## config.mk

```make
export PLATFORM = sky130hd
export DESIGN_NAME = byte_unstriping
export DESIGN_NICKNAME = d
export VERILOG_FILES = /design/src/rtl/byte_unstriping_pkg.sv /design/src/rtl/byte_unstriping_lane.sv /design/src/rtl/byte_unstriping.sv
export SDC_FILE = /design/constraint.sdc
export NUM_CORES = 1
export LEC_CHECK = 0
export BUFFER_PORTS_ARGS = -buffer_cell sky130_fd_sc_hd__buf_4
export CORE_MARGIN = 3
export CORE_UTILIZATION = 40
export DETAILED_ROUTE_END_ITERATION = 10
export PLACE_DENSITY = 0.63
export SETUP_SLACK_MARGIN = 0.15
export SYNTH_ARGS = -nofsm -noshare
export SYNTH_HDL_FRONTEND = slang
export SYNTH_SLANG_ARGS = --single-unit
```

## constraint.sdc

```tcl
create_clock -name clk -period 3.95 [get_ports clk]
set_clock_uncertainty 0.05 [all_clocks]
set_input_delay 0.5925 -clock clk [delete_from_list [all_inputs] [get_ports clk]]
set_output_delay 0.5925 -clock clk [all_outputs]
set_load 0.005 [all_outputs]
```

## src/rtl/byte_unstriping_pkg.sv

```systemverilog
// Shared defaults and lane encodings for the two-lane byte unstriper.
package byte_unstriping_pkg;
  localparam int DEF_DATA_W     = 32;
  localparam int DEF_FIFO_DEPTH = 4;
  localparam int PTR_W          = $clog2(DEF_FIFO_DEPTH);

  localparam logic LANE0 = 1'b0;
  localparam logic LANE1 = 1'b1;
endpackage

```

## src/rtl/byte_unstriping_lane.sv

```systemverilog
// Per-lane skew FIFO: power-of-two depth, naturally wrapping pointers, drops on overflow.
module lane_fifo
  import byte_unstriping_pkg::*;
#(
  parameter int DATA_W     = DEF_DATA_W,
  parameter int FIFO_DEPTH = DEF_FIFO_DEPTH
) (
  input  logic              clk,
  input  logic              reset,
  input  logic              push,
  input  logic [DATA_W-1:0] din,
  input  logic              pop,
  output logic [DATA_W-1:0] dout,
  output logic              empty,
  output logic              full,
  output logic              overflow
);
  localparam int AW = $clog2(FIFO_DEPTH);
  localparam int CW = AW + 1;
  localparam logic [CW-1:0] FULL_CNT = CW'(FIFO_DEPTH);

  logic [DATA_W-1:0] mem_q [FIFO_DEPTH];
  logic [AW-1:0]     wr_ptr_q, wr_ptr_d;
  logic [AW-1:0]     rd_ptr_q, rd_ptr_d;
  logic [CW-1:0]     count_q, count_d;
  logic              do_push, do_pop;

  // A pop frees the slot this same edge, so a full FIFO can still accept a push.
  always_comb begin
    empty    = (count_q == '0);
    full     = (count_q == FULL_CNT);
    do_pop   = pop & ~empty;
    do_push  = push & (~full | do_pop);
    overflow = push & full & ~do_pop;
    wr_ptr_d = wr_ptr_q + AW'(do_push);
    rd_ptr_d = rd_ptr_q + AW'(do_pop);
    count_d  = count_q + CW'(do_push) - CW'(do_pop);
    dout     = mem_q[rd_ptr_q];
  end

  always_ff @(posedge clk or posedge reset) begin
    if (reset) begin
      wr_ptr_q <= '0;
      rd_ptr_q <= '0;
      count_q  <= '0;
    end else begin
      wr_ptr_q <= wr_ptr_d;
      rd_ptr_q <= rd_ptr_d;
      count_q  <= count_d;
    end
  end

  // Storage needs no reset: the count gates every read.
  always_ff @(posedge clk) begin
    if (do_push) begin
      mem_q[wr_ptr_q] <= din;
    end
  end
endmodule

```

## src/rtl/byte_unstriping.sv

```systemverilog
// Re-interleaves two striped lanes into one ordered stream, lane 0 first.
// Optional sticky overflow reporting (err_overflow/err_lane) under `UNSTRIPE_ERR_EN.
module byte_unstriping
  import byte_unstriping_pkg::*;
#(
  parameter int DATA_W     = DEF_DATA_W,
  parameter int FIFO_DEPTH = DEF_FIFO_DEPTH
) (
  input  logic              clk,
  input  logic              reset,
  input  logic [DATA_W-1:0] lane_0,
  input  logic              valid_0,
  input  logic [DATA_W-1:0] lane_1,
  input  logic              valid_1,
  output logic [DATA_W-1:0] data_out,
  output logic              valid_out,
  output logic              fifo_full_0,
  output logic              fifo_full_1
`ifdef UNSTRIPE_ERR_EN
  ,
  output logic              err_overflow,
  output logic              err_lane
`endif
);
  logic [DATA_W-1:0] dout0, dout1;
  logic              empty0, empty1;
  logic              full0, full1;
  logic              ovf0, ovf1;
  logic              pop0, pop1;

  logic              sel_q, sel_d;
  logic [DATA_W-1:0] data_out_q, data_out_d;
  logic              valid_out_q, valid_out_d;

  lane_fifo #(.DATA_W(DATA_W), .FIFO_DEPTH(FIFO_DEPTH)) u_fifo0 (
    .clk      (clk),
    .reset    (reset),
    .push     (valid_0),
    .din      (lane_0),
    .pop      (pop0),
    .dout     (dout0),
    .empty    (empty0),
    .full     (full0),
    .overflow (ovf0)
  );

  lane_fifo #(.DATA_W(DATA_W), .FIFO_DEPTH(FIFO_DEPTH)) u_fifo1 (
    .clk      (clk),
    .reset    (reset),
    .push     (valid_1),
    .din      (lane_1),
    .pop      (pop1),
    .dout     (dout1),
    .empty    (empty1),
    .full     (full1),
    .overflow (ovf1)
  );

  // Only the selected lane may emit; the other lane waits even when it has data.
  always_comb begin
    sel_d       = sel_q;
    data_out_d  = data_out_q;
    valid_out_d = 1'b0;
    pop0        = 1'b0;
    pop1        = 1'b0;
    if (sel_q == LANE0) begin
      if (!empty0) begin
        pop0        = 1'b1;
        data_out_d  = dout0;
        valid_out_d = 1'b1;
        sel_d       = LANE1;
      end
    end else begin
      if (!empty1) begin
        pop1        = 1'b1;
        data_out_d  = dout1;
        valid_out_d = 1'b1;
        sel_d       = LANE0;
      end
    end
  end

  always_ff @(posedge clk or posedge reset) begin
    if (reset) begin
      sel_q       <= LANE0;
      data_out_q  <= '0;
      valid_out_q <= 1'b0;
    end else begin
      sel_q       <= sel_d;
      data_out_q  <= data_out_d;
      valid_out_q <= valid_out_d;
    end
  end

  assign data_out    = data_out_q;
  assign valid_out   = valid_out_q;
  assign fifo_full_0 = full0;
  assign fifo_full_1 = full1;

`ifdef UNSTRIPE_ERR_EN
  logic err_overflow_q, err_overflow_d;
  logic err_lane_q, err_lane_d;

  // Lane of the first overflow only; lane 0 wins a simultaneous first overflow.
  always_comb begin
    err_overflow_d = err_overflow_q | ovf0 | ovf1;
    err_lane_d     = err_lane_q;
    if (!err_overflow_q && (ovf0 || ovf1)) begin
      err_lane_d = ovf0 ? LANE0 : LANE1;
    end
  end

  always_ff @(posedge clk or posedge reset) begin
    if (reset) begin
      err_overflow_q <= 1'b0;
      err_lane_q     <= LANE0;
    end else begin
      err_overflow_q <= err_overflow_d;
      err_lane_q     <= err_lane_d;
    end
  end

  assign err_overflow = err_overflow_q;
  assign err_lane     = err_lane_q;
`else
  logic unused_ovf;
  assign unused_ovf = ovf0 | ovf1;
`endif
endmodule

```

### Yosys cells after proc, flatten, opt, wreduce, memory -nomap -nowiden

Memory sizes are Yosys's and may differ from the RTL's.
Index checks and enable logic that the tools add are counted.

| word-level totals | value |
|---|---|
| flip-flop bits (word level) | 48 |
| bits in writable memories | 256 |
| bits of input ports | 68 |
| output and inout bits | 35 |
| memories kept | 2 |

Memory list:

| name | words | bits a word | rd ports | clocked after Yosys merged registers in | wr ports | RTL line | text |
|---|---|---|---|---|---|---|---|
| u_fifo0.mem_q | 4 | 32 | 1 | 0 | 1 | byte_unstriping_lane.sv:22 | `logic [DATA_W-1:0] mem_q [FIFO_DEPTH];` |
| u_fifo1.mem_q | 4 | 32 | 1 | 0 | 1 | byte_unstriping_lane.sv:22 |  |

| operators by class | value |
|---|---|
| add/sub/neg operators | 8 |
| equal/unequal tests | 4 |
| multiplexer cells | 14 |
| bitwise operators | 10 |
| reductions and logical operators | 3 |

Operators by type and width:

| operator | number |
|---|---|
| 2-to-1 mux 32 bit | 3 |
| 2-to-1 mux 1 bit | 11 |
| adder 2 x 1 -> 2 bit | 4 |
| adder 3 x 1 -> 3 bit | 2 |
| equality test 3 bit, second input constant | 2 |
| logical NOT 3 bit | 2 |
| subtractor 3 x 1 -> 3 bit | 2 |
| bitwise AND 1 bit | 4 |
| NOT 1 bit | 4 |
| inequality test 2 x 1 -> 1 bit, second input constant | 1 |
| inequality test 2 bit, second input constant | 1 |
| OR 1 bit | 2 |
| AND reduction 2 bit | 1 |

### Depth between registers and ports, before layout

Gate-level depths: netlist of run 1.

| depth | value |
|---|---|
| depth after elaboration | 8 |
| mapped depth | 11 |

### Modules after synthesis

A second synthesis of run 1 with hierarchy kept.

| unflattened totals | value |
|---|---|
| cell total of the unflattened synthesis | 572 |
| area total of the unflattened synthesis | 11992.8 um^2 |

By module, submodules not included:

| module | instances | cells an instance | area each (um^2) | sequential area each (um^2) |
|---|---|---|---|---|
| lane_fifo | 2 | 202 | 5059.9 | 4018.9 |
| byte_unstriping | 1 | 168 | 1873.0 | 850.8 |

### Least setup slack after synthesis of run 1

Ideal clock, no wire load.

| timing path | value |
|---|---|
| kind | reg-to-reg |
| start | register u_fifo1.count_q[2] |
| end | memory u_fifo1.mem_q[1][0] (netlist name) (enable) |
| library setup time | 0.468 ns |
| arrival | 3.228 ns |
| required time | 3.432 ns |
| path slack | 0.204 ns |
| stages on the path, launching flop included | 4 |
| path buffers | 0 |
| period minus slack after synthesis | 3.746 ns |
| path through | dfrtp_1 > nor3b_1 > a21bo_2 > nor3b_1 |

| on the way | value |
|---|---|
| elaborated cells on any way between the ends | 11 |
| those cells by class | eq/ne (1); mux (4); bitwise (5); reduce/logical (1) |

RTL lines:

| element | RTL line | text |
|---|---|---|
| start, declared | byte_unstriping_lane.sv:25 | `logic [CW-1:0] count_q, count_d;` |
| start signal, assigned | byte_unstriping_lane.sv:49 | `count_q <= count_d;` |
| equality test 3 bit | byte_unstriping_lane.sv:31 | `full = (count_q == FULL_CNT);` |
| net fifo_full_1 | byte_unstriping.sv:18 | `output logic fifo_full_1` |
| NOT 1 bit | byte_unstriping_lane.sv:33 | `do_push = push & (~full \| do_pop);` |
| OR 1 bit | byte_unstriping_lane.sv:33 |  |
| bitwise AND 1 bit | byte_unstriping_lane.sv:33 |  |
| 2-to-1 mux 1 bit | byte_unstriping_lane.sv:55 | `if (do_push) begin` |
| 2-to-1 mux 1 bit (not written as such) | byte_unstriping_lane.sv:56 | `mem_q[wr_ptr_q] <= din;` |
| end, declared | byte_unstriping_lane.sv:22 |  |

The timed path passes the listed nets, and every way through them passes these cells.

### Final worst setup path of run 1

| timing path | value |
|---|---|
| start | register sel_q |
| end | register u_fifo1.count_q[2] |

| on the way | value |
|---|---|
| cells in the longest elaborated chain, start to end | 6 |

RTL lines:

| element | RTL line | text |
|---|---|---|
| start, declared | byte_unstriping.sv:31 | `logic sel_q, sel_d;` |
| start signal, assigned | byte_unstriping.sv:89 | `sel_q <= sel_d;` |
| 2-to-1 mux 1 bit (*) | byte_unstriping.sv:66 | `if (sel_q == LANE0) begin` |
| bitwise AND 1 bit (*) | byte_unstriping_lane.sv:32 | `do_pop = pop & ~empty;` |
| OR 1 bit | byte_unstriping_lane.sv:33 |  |
| bitwise AND 1 bit | byte_unstriping_lane.sv:33 |  |
| adder 3 x 1 -> 3 bit | byte_unstriping_lane.sv:37 | `count_d = count_q + CW'(do_push) - CW'(do_pop);` |
| subtractor 3 x 1 -> 3 bit (*) | byte_unstriping_lane.sv:37 |  |
| net u_fifo1.count_d[2] | byte_unstriping_lane.sv:25 |  |

The timed path passes the listed nets; every way through them passes the cells marked *.
A chain may end at the register's enable or synchronous reset.

==> results of run 1 <==
-- worst max-delay path by stage --
stage	from	end	slack (ns)	cells after the start
2_1_floorplan	u_fifo1.count_q[2]$_DFF_PP0_	u_fifo1.mem_q[1][0]$_DFFE_PP_	0.20	3
3_3_place_gp	sel_q$_DFF_PP0_	u_fifo1.count_q[2]$_DFF_PP0_	1.60	10
3_5_place_dp	u_fifo1.count_q[1]$_DFF_PP0_	u_fifo1.count_q[2]$_DFF_PP0_	1.56	10
4_1_cts	u_fifo1.count_q[1]$_DFF_PP0_	u_fifo1.count_q[2]$_DFF_PP0_	1.50	10
5_1_grt	sel_q$_DFF_PP0_	u_fifo1.count_q[2]$_DFF_PP0_	1.37	10
6_report	sel_q$_DFF_PP0_	u_fifo1.count_q[2]$_DFF_PP0_	1.50	10
-- sequential cells by signal (all words and copies together) (netlist names) --
register and count:
data_out 32, sel_q 1, u_fifo0.count_q 3, u_fifo0.mem_q 128
u_fifo0.rd_ptr_q 2, u_fifo0.wr_ptr_q 2, u_fifo1.count_q 3, u_fifo1.mem_q 128
u_fifo1.rd_ptr_q 2, u_fifo1.wr_ptr_q 2, valid_out 1
-- cells by family (layout without fill, tap and decap cells) --
logic type	Yosys count	count (layout)	share of synthesized area
AO/OA/AOI/OAI	88	88	0.04846
XOR/XNOR	10	10	0.007522
buffers and inverters	57	202	0.02385
AND/OR/NAND/NOR	56	56	0.02246
adder cells (fa/ha/maj)	7	7	0.008811
flip-flops	304	304	0.7633
multiplexers	65	65	0.1256
-- report_power, final --
| group | internal, uW | switching (uW) | leakage (uW) |
|---|---|---|---|
| Clock | 1810 | 1150 | 0.000519 |
| Combinational | 1540 | 1510 | 0.00157 |
| Sequential | 4360 | 724 | 0.00289 |
| Total | 7710 | 3380 | 0.00498 |
-- routing by layer --
layer	up-vias	GRT usage	routed length, um
met2	213	0.2550	11800
li1	2603	-	-
met1	3105	0.2136	9941
met4	0	0.04419	688
met5	-	0	0
met3	46	0.02810	1506
-- stage by stage --
stage / instance area [sq um] / cells / total power [uW] / util
after floorplan: 11640 / 587 / 7035 / -
after global placement: 12870 / 1052 / 8098 / 0.4557
after detailed placement: 12870 / 1052 / 8244 / 0.4557
after CTS: 13930 / 1110 / 11230 / 0.4931
after global routing: 13930 / 1110 / 11680 / 0.4931
final: 13930 / 1110 / 11100 / 0.4931
-- worst max-delay path, cell delays in order (launching register included) --
cell and delay [ns]:
dfrtp_1 0.68, o31ai_2 0.14, buf_4 0.23, inv_1 0.09, ha_1 0.24, inv_1 0.07
ha_1 0.13, inv_1 0.05, fa_1 0.38, xnor2_1 0.15, xnor2_1 0.13
-- layout make-up --
class	count	area [sq um]	share of cell area
sequential	304	8894	0.6386
timing repair buffer	119	893.4	0.06415
tap	378	473.0	0.03396
multi-input combinational	226	2515	0.1806
inverter	25	93.84	0.006739
clock buffer	44	884.6	0.06352
clock inverter	14	172.7	0.01240
-- cells in the final DEF (no fill, tap or decap), types with 2 or more instances in the layout --
cell / n
or3_1: 2
a21bo_2: 2
ha_1: 5
a22oi_1: 19
inv_1: 24
edfxtp_1: 256
xnor2_1: 8
bufinv_16: 4
nor3b_2: 4
and3_1: 2
mux4_2: 62
nor3b_1: 2
nand3_1: 2
nor3_2: 3
dfrtp_2: 4
clkbuf_8: 6
a21oi_1: 52
clkbuf_1: 7
nand2_1: 39
fa_1: 2
mux4_1: 2
dfrtp_1: 44
clkinv_1: 3
clkbuf_16: 31
xor2_1: 2
clkinv_2: 5
o32ai_1: 12
buf_4: 119
==> run summary, run 1 <==
clk slew on worst S/H paths - 0.06 ns
Post-synth top cells - edfxtp_1, mux4_2, a21oi_1
Root Driver - clkbuf_16
Final TNS setup - 0 ns
pwr/cell area - 796.8 mW/mm^2
vias in the first global route - 6200
GRT Util Overall - 0.1547
WS Path Type - flop to flop
CP required - 4.33 ns
r2r endpoint - u_fifo1.count_q[2]$_DFF_PP0_
Top FF cell, synth - edfxtp_1
number of gates resized after cts - 0
Final nets - 782
Final setup viols - 0
CTS tree - yes
worst hold path type - input port to async pin
CP Launch Type - flop
clk_lat worst skew - 0.56 ns
WL/cell - 21.57 um
Ant. Diodes - 0
# DRC - 0
Ports - 103
Worst IR Drop VDD - 386.7 uV
Initial Util - 0.4124
R2R cell count - 10
largest net degree at the start of global routing - 35
r2r startpoint - sel_q$_DFF_PP0_
RSZ-0062 raised after global routing - false
final hold vios - 0
core area - 0.02824 sq mm
fill count - 2307
htree depth - 1
Die W - 176.6 um
cells after synthesis - 587
Slew Limit Fails - 0
run status - complete, no violations
top cell type's share of synthesized area - 0.6601
crit end category - flop
Die Area - 0.03120 sq mm
maximum clock path buffer count - 3
max cap viols - 0
clock sinks - 304
Max FO, Critical Path - 16
cell with the most instances after synthesis - edfxtp_1
Lkg Pwr - 0.004976 uW
global route total overflow - 0
setup ws final - 1.498 ns
cts hold-fix bufs - 0
GP Congestion - 0.8343
die height - 176.6 um
Fmax achieved - 407.8 MHz
Worst R2R Setup Slack - 1.50 ns
drt via density - 5.376
Slew @ Worst Pin - 1.169 ns
synthesis-to-finish area growth - 19.59%
post-layout min period - 2.452 ns
Antenna Nets Post-Route - 0
post-synthesis sequential area ratio - 0.7633
Ys Warns - 0
row count - 61
drt first pass iters - 5
Inserted Clock Buffers - 31
drt total wl - 23940 um
first-pass GRT wire length - 36430 um
post-synth top area cell - edfxtp_1
Synth cell types - 30
layout cells sized above 1 - 0.3374
asr flop ratio synth - 0.1579
Post-CTS Setup Bufs - 0
top cells by area, synth - edfxtp_1, mux4_2, dfrtp_1, a21oi_1, nand2_1
initial detailed-routing violation count - 503
Syn Nets - 662
number of synthesized flops with an enable pin - 256
crit path DAT - 2.83 ns
Final period util - 0.6208
Vias - 5967
syn avg cell area - 19.84 sq um
WHS - 0.01920 ns
Post-DP HPWL - 15670 um
initial antenna violation count - 0
register bit total from synthesis - 304
mapped cell area - 0.01164 sq mm
IO Port Bufs - 102
Slew Limit Headroom - 0.2161
post-place setup slack - 1.557 ns
(Power assumes the default switching activity.)
==> run 2, diff against run 1 <==
- PLACE_DENSITY: 0.63 -> 0.61
- clock period: 3.95 -> 2.5 ns (I/O delays scaled with it)
==> run summary, run 2 (synthesis results as in run 1) <==
setup ws final - 0.3098 ns (was 1.498 ns)
maximum clock path buffer count - 3 (unchanged)
global route total overflow - 0 (unchanged)
sequential power share - 0.431 (was 0.458)
Crit-path slowest cell - and3_1 (was dfrtp_1)
# DRC - 0 (unchanged)
post-layout min period - 2.190 ns (was 2.452 ns)
Final period util - 0.8761 (was 0.6208)
RSZ-0062 raised after global routing - false (unchanged)
clk slew on worst S/H paths - 0.06 ns (about the same)
GP Congestion - 0.8598 (was 0.8343)
CP Launch Type - flop (unchanged)
drt via density - 5.148 (was 5.376)
Root Driver - clkbuf_16 (unchanged)
Ant. Diodes - 0 (unchanged)
clock power share - 0.253 (was 0.267)
run status - complete, no violations (unchanged)
sw power - 5364 uW (was 3384 uW)
die height - 176.6 um (unchanged)
largest net degree at the start of global routing - 35 (unchanged)
Slew Limit Fails - 0 (unchanged)
GRT Util Overall - 0.1526 (was 0.1547)
post-place setup slack - 0.2656 ns (was 1.557 ns)
Worst IR Drop VDD - 483.7 uV (was 386.7 uV)
Die W - 176.6 um (unchanged)
internal power - 12190 uW (was 7711 uW)
switching share of power - 0.3056 (was 0.3050)
initial detailed-routing violation count - 449 (was 503)
layout cells sized above 1 - 0.3180 (was 0.3374)
Die Area - 0.03120 sq mm (unchanged)
drt total wl - 23430 um (was 23940 um)
clock sinks - 304 (unchanged)
synthesis-to-finish area growth - 25.97% (was 19.59%)
most frequent cells in the layout - edfxtp_1, buf_4, dlygate4sd3_1 (was edfxtp_1, buf_4, mux4_2)
vias in the first global route - 6406 (was 6200)
final instance area - 0.01467 sq mm (was 0.01393 sq mm)
Inserted Clock Buffers - 29 (was 31)
Post-DP HPWL - 15390 um (was 15670 um)
WS Path Type - flop to flop (unchanged)
Largest stage delay, worst path - 0.52 ns (was 0.68 ns)
Logic pwr share - 0.316 (was 0.275)
DP Area - 0.01303 sq mm (was 0.01287 sq mm)
Antenna Nets Post-Route - 0 (unchanged)
Lkg Pwr - 0.005307 uW (was 0.004976 uW)
Max FO, Critical Path - 23 (was 16)
CP required - 2.68 ns (was 4.33 ns)
clk_lat worst skew - 0.54 ns (was 0.56 ns)
WL/cell - 19.86 um (was 21.57 um)
drt first pass iters - 5 (unchanged)
Initial Util - 0.4124 (unchanged)
initial antenna violation count - 0 (unchanged)
CTS tree - yes (unchanged)
Final nets - 855 (was 782)
Fmax achieved - 456.6 MHz (was 407.8 MHz)
Vias - 6075 (was 5967)
WHS - 0.4147 ns (was 0.01920 ns)
worst hold path type - input port to flop (was input port to async pin)
pwr/cell area - 1196 mW/mm^2 (was 796.8 mW/mm^2)
row count - 61 (unchanged)
first-pass GRT wire length - 37060 um (was 36430 um)
Ports - 103 (unchanged)
crit path DAT - 2.37 ns (was 2.83 ns)
Final TNS setup - 0 ns (unchanged)
Slew @ Worst Pin - 0.7006 ns (was 1.169 ns)
IO Port Bufs - 102 (unchanged)
max cap viols - 0 (unchanged)
number of gates resized after cts - 0 (unchanged)
htree depth - 1 (unchanged)
commonest non-fill, non-tap cell in the layout - edfxtp_1 (unchanged)
Slew Limit Headroom - 0.5237 (was 0.2161)
crit end category - flop (unchanged)
Final setup viols - 0 (unchanged)
final hold vios - 0 (unchanged)
core area - 0.02824 sq mm (unchanged)
critical path, cell by cell - nor3b_1 > a21bo_2 > inv_1 > and3_1 > buf_12 (was o31ai_2 > buf_4 > inv_1 > ha_1 > inv_1 > ha_1 > inv_1 > fa_1 > xnor2_1 > xnor2_1)
## run 2: cell count changes in the layout (fill, tap and decap cells not counted), moves of 3 or more
cell,delta
nor3b_4,+4
clkinv_1,-3
clkbuf_8,-4
clkinv_2,+4
buf_12,+3
buf_4,+7
nor3b_2,-4
dlygate4sd3_1,+65
## run 2: final timing paths
path	startpoint	to	slack [ns]	cells past startpoint
max in group asynchronous	reset	data_out[19]$_DFFE_PP0P_	1.22	4
worst max-delay path	u_fifo1.count_q[2]$_DFF_PP0_	u_fifo1.mem_q[3][4]$_DFFE_PP_	0.31	5
worst max register to register	u_fifo1.count_q[2]$_DFF_PP0_	u_fifo1.mem_q[3][4]$_DFFE_PP_	0.31	5
worst min-delay path	valid_1	u_fifo1.wr_ptr_q[0]$_DFF_PP0_	0.41	4
min in group asynchronous	reset	data_out[28]$_DFFE_PP0P_	0.46	3
worst min register to register	u_fifo0.rd_ptr_q[1]$_DFF_PP0_	u_fifo0.rd_ptr_q[1]$_DFF_PP0_	0.43	1
## run 2: power by group through the flow
stage	logic [uW]	registers (uW)	clock network, uW
after floorplan	3750	7430	0
after global placement	5420	7590	0
after detailed placement	5530	7670	0
after CTS	5640	7570	4530
after global routing	6080	7680	4760
final	5550	7560	4440
## run 2: layout make-up
type                    count  area (sq um)
well taps                 378         473.0
multi-input cells         226          2561
clock buffers              40         872.1
clock inverters            13         121.4
inverters                  25         93.84
repair buffers            194          1657
fillers                  2273         13570
flip-flops and latches    304          8891
## run 2: worst max-delay path: cells and delay by family (launching register included)
family,cells,cell delay (ns)
buffers and inverters,2,0.38
flip-flops,1,0.45
AO/OA/AOI/OAI,1,0.29
AND/OR/NAND/NOR,2,0.71
## run 2: through the flow
step	utilization	total power, uW	std cells
4_1_cts	0.5195	17740	1180
5_1_grt	0.5195	18510	1180
3_3_place_gp	0.4612	13000	1062
6_report	0.5195	17550	1180
3_5_place_dp	0.4612	13200	1062
2_1_floorplan	-	11190	587
## run 2: layer usage
metal  global-route usage  wire length [um]  part of all wire
met4              0.03568               499             0.021
met3              0.02317              1047             0.045
met5                    0                 0                 0
met1               0.2147             10220              0.44
met2               0.2548             11670              0.50
## run 2: repair_timing
item / 4_1_cts / 5_1_grt
setup buffers: 0 / 0
hold buffers: 65 / 0
hold endpoints to repair: 286 / 0
==> run 3, diff against run 2 <==
- clock period: 2.5 -> 2.69 ns (I/O delays scaled with it)
==> run summary, run 3 (synthesis results as in run 1) <==
run status - complete, no violations (unchanged)
worst hold path type - input port to flop (unchanged)
layout cells sized above 1 - 0.3218 (was 0.3180)
final hold vios - 0 (unchanged)
Max FO, Critical Path - 16 (was 23)
Slew @ Worst Pin - 0.6862 ns (was 0.7006 ns)
drt first pass iters - 5 (unchanged)
Ant. Diodes - 0 (unchanged)
drt total wl - 24930 um (was 23430 um)
first-pass GRT wire length - 38010 um (was 37060 um)
Fmax achieved - 432.9 MHz (was 456.6 MHz)
Slew Limit Fails - 0 (unchanged)
Final period util - 0.8586 (was 0.8761)
post-layout min period - 2.310 ns (was 2.190 ns)
Final setup viols - 0 (unchanged)
vias in the first global route - 6612 (was 6406)
Lkg Pwr - 0.005316 uW (was 0.005307 uW)
synthesis-to-finish area growth - 26.15% (was 25.97%)
clock sinks - 304 (unchanged)
Ports - 103 (unchanged)
Worst IR Drop VDD - 799.9 uV (was 483.7 uV)
# DRC - 0 (unchanged)
global route total overflow - 0 (unchanged)
IO Port Bufs - 102 (unchanged)
Final nets - 858 (was 855)
CP required - 3.11 ns (was 2.68 ns)
Slew Limit Headroom - 0.5425 (was 0.5237)
commonest non-fill, non-tap cell in the layout - edfxtp_1 (unchanged)
clk slew on worst S/H paths - 0.06 ns (about the same)
initial antenna violation count - 0 (unchanged)
row count - 61 (unchanged)
Die W - 176.6 um (unchanged)
die height - 176.6 um (unchanged)
CP Launch Type - flop (unchanged)
WS Path Type - flop to flop (unchanged)
GRT Util Overall - 0.1596 (was 0.1526)
GP Congestion - 0.7331 (was 0.8598)
maximum clock path buffer count - 3 (unchanged)
fill count - 2288 (was 2273)
initial detailed-routing violation count - 412 (was 449)
Root Driver - clkbuf_16 (unchanged)
Antenna Nets Post-Route - 0 (unchanged)
Initial Util - 0.4124 (unchanged)
Inserted Clock Buffers - 31 (was 29)
drt via density - 5.247 (was 5.148)
crit end category - flop (unchanged)
CTS tree - yes (unchanged)
fin util - 0.5202 (was 0.5195)
Vias - 6223 (was 6075)
pwr/cell area - 1122 mW/mm^2 (was 1196 mW/mm^2)
htree depth - 1 (unchanged)
most frequent cells in the layout - edfxtp_1, buf_4, dlygate4sd3_1 (unchanged)
WL/cell - 21.02 um (was 19.86 um)
largest net degree at the start of global routing - 49 (was 35)
max cap viols - 0 (unchanged)
core area - 0.02824 sq mm (unchanged)
Die Area - 0.03120 sq mm (unchanged)
crit path DAT - 2.73 ns (was 2.37 ns)
RSZ-0062 raised after global routing - false (unchanged)
Post-DP HPWL - 16090 um (was 15390 um)
clk_lat worst skew - 0.56 ns (was 0.54 ns)
Final TNS setup - 0 ns (unchanged)
==> run 3: changes by cell type in the layout (fill, tap and decap cells not counted) <==
cell,change
clkinv_2,-4
clkinv_4,+1
buf_12,-2
o31ai_2,+1
clkbuf_16,-2
buf_4,+4
clkinvlp_4,+2
clkbuf_8,+5
clkinv_1,+1
o31ai_4,-1
clkbuf_1,+1
inv_16,+1
dlygate4sd3_1,-1
==> run 3: final cells by class <==
type | count | area [sq um] | area share
clock buffers | 44 | 894.6 | 0.06090
clock inverters | 14 | 148.9 | 0.01014
inverters | 25 | 93.84 | 0.006388
multi-input cells | 226 | 2552 | 0.1738
flip-flops and latches | 304 | 8891 | 0.6052
well taps | 378 | 473.0 | 0.03219
repair buffers | 195 | 1637 | 0.1114
==> run 3: path summary, 6_finish.rpt <==
path,from,to,slack (ns),depth (start not counted)
setup / recovery,sel_q$_DFF_PP0_,u_fifo1.count_q[2]$_DFF_PP0_,0.38,9
hold reg to reg,data_out[26]$_DFFE_PP0P_,data_out[26]$_DFFE_PP0P_,0.47,2
max in group asynchronous,reset,u_fifo0.rd_ptr_q[0]$_DFF_PP0_,1.55,4
hold / removal,lane_0[11],u_fifo0.mem_q[1][11]$_DFFE_PP_,0.03,1
min in group asynchronous,reset,data_out[12]$_DFFE_PP0P_,0.55,4
setup reg to reg,sel_q$_DFF_PP0_,u_fifo1.count_q[2]$_DFF_PP0_,0.38,9
==> run 3: per-layer routing <==
| layer | GRT usage | up-vias | wire (um) |
|---|---|---|---|
| met5 | 0 | - | 0 |
| met4 | 0.04681 | 0 | 685 |
| met3 | 0.02381 | 44 | 1496 |
| met2 | 0.2638 | 232 | 12330 |
| met1 | 0.2227 | 3199 | 10410 |
| li1 | - | 2748 | - |
==> run 3: repair_timing <==
action | CTS | global route
hold endpoints to repair | 276 | 1
hold buffers | 63 | 1
endpoints found under the setup margin | 0 | 0
gates resized for setup | 0 | 0
buffers inserted | 0 | 0
==> run 3: through the flow <==
step	hold slack (ns)	instance area (sq um)	std cells	power, uW	worst slack, ns
floorplan	0.4524	11710	587	10370	0.2683
global placement	0.4574	13010	1064	12120	0.5053
detailed placement	0.4559	13010	1064	12320	0.4220
CTS	0.0007214	14680	1185	16720	0.4022
global route	0.006913	14690	1186	17380	0.2779
finish	0.02530	14690	1186	16490	0.3802
==> run 3: critical path, cell delays in order (launching register included) <==
cell	delay (ns)
dfrtp_1	0.69
o31ai_2	0.18
inv_1	0.13
ha_1	0.23
inv_1	0.07
ha_1	0.14
inv_1	0.05
fa_1	0.37
xnor2_1	0.19
xnor2_1	0.14
==> run 3: power breakdown <==
part | internal [uW] | leakage, uW | switching, uW | total (uW)
combinational | 2460 | 0.00191 | 2610 | 5060
sequential | 6400 | 0.00289 | 764 | 7160
clock | 2520 | 0.000508 | 1740 | 4260
